**src/rtl/hazard_ctrl_pkg.sv**
```systemverilog
// Shared pipeline definitions: hazard FSM state encodings, the NOP word and
// the load-use detection rule.
package hazard_ctrl_pkg;

  typedef enum logic [1:0] {
    ST_RUN   = 2'd0,
    ST_STALL = 2'd1,
    ST_FLUSH = 2'd2,
    ST_BAD   = 2'd3
  } hz_state_e;

  localparam logic [31:0] NOP_INSTR = 32'h00000013;

  // x0 is hardwired to zero, so a load into it never creates a dependency.
  function automatic logic load_use(
    input logic       mem_read,
    input logic [4:0] rd,
    input logic [4:0] rs1,
    input logic [4:0] rs2,
    input logic       uses_rs2
  );
    return mem_read && (rd != 5'd0) &&
           ((rd == rs1) || (uses_rs2 && (rd == rs2)));
  endfunction

endpackage

```
**src/rtl/hazard_ctrl_sat_counter.sv**
```systemverilog
// Event counter that stops at all-ones instead of wrapping.
module sat_counter #(
  parameter int CNT_W = 32
) (
  input  logic             clk,
  input  logic             reset,
  input  logic             inc,
  output logic [CNT_W-1:0] count
);

  logic [CNT_W-1:0] count_q;
  logic [CNT_W-1:0] count_d;

  always_comb begin
    count_d = count_q;
    if (inc && (count_q != {CNT_W{1'b1}})) begin
      count_d = count_q + {{(CNT_W-1){1'b0}}, 1'b1};
    end
  end

  always_ff @(posedge clk) begin
    if (!reset) begin
      count_q <= '0;
    end else begin
      count_q <= count_d;
    end
  end

  assign count = count_q;

endmodule

```
**src/rtl/hazard_ctrl.sv**
```systemverilog
// Pipeline hazard controller: one-cycle load-use stall and taken-branch flush,
// with saturating event counters.
module hazard_ctrl
  import hazard_ctrl_pkg::*;
#(
  parameter int CNT_W = 32
) (
  input  logic             clk,
  input  logic             reset,
  input  logic             idex_mem_read,
  input  logic [4:0]       idex_rd,
  input  logic [4:0]       ifid_rs1,
  input  logic [4:0]       ifid_rs2,
  input  logic             ifid_uses_rs2,
  input  logic             exmem_branch_taken,
  output logic             pc_write,
  output logic             ifid_write,
  output logic             ifid_flush,
  output logic             idex_bubble,
  output logic             exmem_flush,
  output logic [CNT_W-1:0] stall_count,
  output logic [CNT_W-1:0] flush_count,
  output logic [1:0]       state
);

  hz_state_e state_q;
  hz_state_e state_d;
  logic      lu;
  logic      stall_inc;
  logic      flush_inc;

  assign lu = load_use(idex_mem_read, idex_rd, ifid_rs1, ifid_rs2, ifid_uses_rs2);

  always_comb begin
    state_d     = ST_RUN;
    pc_write    = 1'b1;
    ifid_write  = 1'b1;
    ifid_flush  = 1'b0;
    idex_bubble = 1'b0;
    exmem_flush = 1'b0;
    stall_inc   = 1'b0;
    flush_inc   = 1'b0;
    if (!reset) begin
      // Hold the front end and push bubbles down the pipe while in reset.
      pc_write    = 1'b0;
      ifid_write  = 1'b0;
      idex_bubble = 1'b1;
      exmem_flush = 1'b1;
    end else if (exmem_branch_taken) begin
      ifid_flush  = 1'b1;
      idex_bubble = 1'b1;
      exmem_flush = 1'b1;
      flush_inc   = 1'b1;
      state_d     = ST_FLUSH;
    end else begin
      case (state_q)
        ST_RUN: begin
          if (lu) begin
            pc_write    = 1'b0;
            ifid_write  = 1'b0;
            idex_bubble = 1'b1;
            stall_inc   = 1'b1;
            state_d     = ST_STALL;
          end
        end
        // STALL and FLUSH ignore LU: ID/EX holds a bubble or IF/ID a NOP.
        ST_STALL: state_d = ST_RUN;
        ST_FLUSH: state_d = ST_RUN;
        default:  state_d = ST_RUN;
      endcase
    end
  end

  always_ff @(posedge clk) begin
    if (!reset) begin
      state_q <= ST_RUN;
    end else begin
      state_q <= state_d;
    end
  end

  assign state = state_q;

  sat_counter #(.CNT_W(CNT_W)) u_stall_cnt (
    .clk   (clk),
    .reset (reset),
    .inc   (stall_inc),
    .count (stall_count)
  );

  sat_counter #(.CNT_W(CNT_W)) u_flush_cnt (
    .clk   (clk),
    .reset (reset),
    .inc   (flush_inc),
    .count (flush_count)
  );

endmodule

```
**config.mk**
```make
export PLATFORM = sky130hd
export DESIGN_NAME = hazard_ctrl
export DESIGN_NICKNAME = d
export VERILOG_FILES = /design/src/rtl/hazard_ctrl_pkg.sv /design/src/rtl/hazard_ctrl_sat_counter.sv /design/src/rtl/hazard_ctrl.sv
export SDC_FILE = /design/constraint.sdc
export NUM_CORES = 1
export LEC_CHECK = 0
export BUFFER_PORTS_ARGS = -buffer_cell sky130_fd_sc_hd__buf_2
export CAP_MARGIN = 20
export CORE_MARGIN = 5
export CORE_UTILIZATION = 25
export CTS_BUF_LIST = sky130_fd_sc_hd__clkbuf_8
export CTS_CLUSTER_SIZE = 40
export DETAILED_ROUTE_END_ITERATION = 10
export GPL_ROUTABILITY_DRIVEN = 0
export HOLD_SLACK_MARGIN = 0.12
export REMOVE_ABC_BUFFERS = 1
export SYNTH_ARGS = -nofsm -noshare
export SYNTH_HDL_FRONTEND = slang
export SYNTH_SLANG_ARGS = --single-unit
```
**constraint.sdc**
```tcl
create_clock -name clk -period 3.55 [get_ports clk]
set_input_delay 0.8875 -clock clk [delete_from_list [all_inputs] [get_ports clk]]
set_output_delay 0.8875 -clock clk [all_outputs]
set_load 0.03 [all_outputs]
```
==> results.ini <==
[worst_setup_path]
reg2reg_slack_ps=1330
arrival_ps=2340
slowest_stage=or4_1
cp_cell_sequence=buf_2 -> or4_1 -> o211ai_1 -> nand2b_1 -> nor2_1 -> nor2_1 -> buf_2
required_ps=2660
reg2regPathDepth=6
worstSetupPathType=input pin to primary output
cpPeakStageDelay_ps=540
path_max_fanout=3
endpoint_kind=primary output
crit_path_start_kind=input pin

[drt]
dr.pass1.iters=4
ant_nets=0
drc=0
viasPerCell=4.837
avgRoutedWirePerCell_um=13.94
drtIter0Drc=148
vias=3304
finalWirelength_um=9521

[timing]
fmax_mhz=309.8
tns_ps=0
worst_slew_pin_slew_ps=631.8
rsz0062_at_grt=no
fin_skew_ps=7.706
worst_slew_margin_rel=0.5788
maxSlewViolCount=0
hold_viol=0
post-route-min-period_ps=3228
whs_ps=500.5
setup_viol=0
post-route-period-util=0.9093

[clocking]
cts_buffers=9
clock_tree.buffer_depth=2
clock_latency_ps=360
cts_resized=0
cts_hold_buf=0
cts_setup_buffers=0
cts_tree=built
clk_pin_slew_worst_paths_ps=70
cts.root.buffer_cell=clkbuf_8
cts-htree-levels=3
cts_sinks=66

[placed_design]
io_buffers=90
dp_hpwl_um=7141
dp_cells=667

[floorplanning]
num_io_pins=91
die_w_um=128.0
die_h_um=128.0
core.rowCount=43
fp.coreArea_um2=13770
initial_core_util=0.2528
die_area_um2=16390

[finish]
diodes=0
num-fill-cells=1480
drive_above_1_share=0.2763
nNetsFinal=520
stdcell_count=683
syn2layout_area_growth_pct=24.47

[synth]
yosysSeqAreaShare=0.3794
synth_cell_types=52
synth-main-ff-cell=dfxtp_1
synth-edff-count=0
syn_area_um2=3482
syn_avg_cell_area_um2=8.535
ys_warn_count=0
postSynthCellCount=408
ys_ff_latch=66
async_flop_share=0

[run]
maxCapViolCount=0

[global_routing]
grt_pass1_vias=3019
grt_max_degree=52
grt-ovfl-total=0
grt_pass1_wl_um=15210
grt_use_total=0.1157
antenna_found_initial=0

[worst_hold_path]
hold_class=flop to flop
hold_depth=2

[pwr]
ir_drop_mv=0.2140
power.density_nw_per_um2=364.9
power.leakage_nw=1.640
total_power_mw=1.582

[outcome]
outcome=finished clean

## cell families after synthesis
| family | count (synthesis) | synth area share |
|---|---|---|
| compound gates | 61 | 0.1276 |
| xor+xnor | 40 | 0.1006 |
| fa+ha+maj | 2 | 0.007185 |
| buf+inv | 31 | 0.04312 |
| flops | 66 | 0.3794 |
| mux | 4 | 0.01150 |
| simple gates | 204 | 0.3306 |
## area by class of cell
type / count / area, um2 / share of cell area
Inverter: 16 / 60.06 / 0.01386
Timing Repair Buffer: 94 / 480.5 / 0.1109
Clock buffer: 11 / 151.4 / 0.03493
Tap cell: 180 / 225.2 / 0.05196
Clock inverter: 5 / 85.08 / 0.01963
Multi-Input combinational cell: 311 / 2011 / 0.4639
Sequential cell: 66 / 1321 / 0.3049
## per-layer routing
| layer | GRT usage | vias up | wire length (um) | part of all wire |
|---|---|---|---|---|
| li1 | - | 1659 | - | - |
| met5 | 0 | - | 0 | 0 |
| met2 | 0.1876 | 84 | 4570 | 0.48 |
| met4 | 0.04307 | 0 | 91 | 0.0096 |
| met3 | 0.03917 | 8 | 629 | 0.066 |
| met1 | 0.1422 | 1553 | 4229 | 0.44 |
## stage by stage
step	util	setup WS [ps]	area, um2
finish	0.3147	322.0	4334
floorplan	-	-108.5	3392
global placement	0.2975	360.7	4098
CTS	0.3147	316.9	4334
detailed placement	0.2975	337.5	4098
global route	0.3147	262.3	4334
## path summary, 6_finish.rpt
path,start,to
worst min-delay path,u_stall_cnt.count[27]$_SDFFE_PN0P_,u_stall_cnt.count[27]$_SDFFE_PN0P_
worst max register to register,u_stall_cnt.count[21]$_SDFFE_PN0P_,u_stall_cnt.count[4]$_SDFFE_PN0P_
worst max-delay path,idex_rd[1],pc_write
worst min register to register,u_stall_cnt.count[27]$_SDFFE_PN0P_,u_stall_cnt.count[27]$_SDFFE_PN0P_
## synth_stat cells (3+ instances only)
| master | count | area share |
|---|---|---|
| a21oi_2 | 8 | 0.020 |
| nand4_1 | 24 | 0.043 |
| nand3_1 | 25 | 0.036 |
| o21ai_0 | 11 | 0.016 |
| nor2_1 | 45 | 0.049 |
| and3_1 | 9 | 0.016 |
| xor2_1 | 12 | 0.030 |
| mux2i_1 | 4 | 0.011 |
| or4_1 | 11 | 0.024 |
| buf_2 | 3 | 0.0043 |
| o211ai_1 | 3 | 0.0065 |
| o31ai_1 | 7 | 0.015 |
| nand2b_1 | 7 | 0.013 |
| and2_1 | 3 | 0.0054 |
| clkbuf_1 | 8 | 0.0086 |
| o21ai_2 | 3 | 0.0075 |
| xnor2_1 | 28 | 0.070 |
| inv_1 | 14 | 0.015 |
| a21oi_1 | 15 | 0.022 |
| dfxtp_1 | 66 | 0.38 |
| o21ai_1 | 4 | 0.0057 |
| nor3_1 | 10 | 0.014 |
| or3_1 | 14 | 0.025 |
| nand2_1 | 35 | 0.038 |
| and4_1 | 5 | 0.013 |
## sequential cells by signal, indices dropped and copies added, names as in the netlist
signal             flops
u_stall_cnt.count     32
u_flush_cnt.count     32
state                  2
## report_power, final
part / internal, mW / switching (mW)
logic: 0.0311 / 0.0603
registers: 0.743 / 0.00530
clock network: 0.437 / 0.305
total: 1.21 / 0.371
## cells in the final DEF, fill, tap and decap left out, types with 3 or more instances in the layout
master	n
buf_2	90
dfxtp_1	66
nor2_1	45
nand2_1	35
xnor2_1	28
nand3_1	25
nand4_1	24
a21oi_1	15
inv_1	14
or3_1	14
xor2_1	12
or4_1	11
o21ai_0	11
clkbuf_8	11
nor3_1	10
and3_1	9
a21oi_2	8
nand2b_1	7
o31ai_1	7
and4_1	5
mux2i_1	4
o21ai_1	4
buf_4	4
o211ai_1	3
and2_1	3
o21ai_2	3
## critical path: cells and delay by family
| family | cells | cell delay [ps] |
|---|---|---|
| buffers and inverters | 2 | 340 |
| AOI/OAI and AO/OA | 1 | 220 |
| and+or+nand+nor | 4 | 880 |
Power figures use the tool's default switching activity.
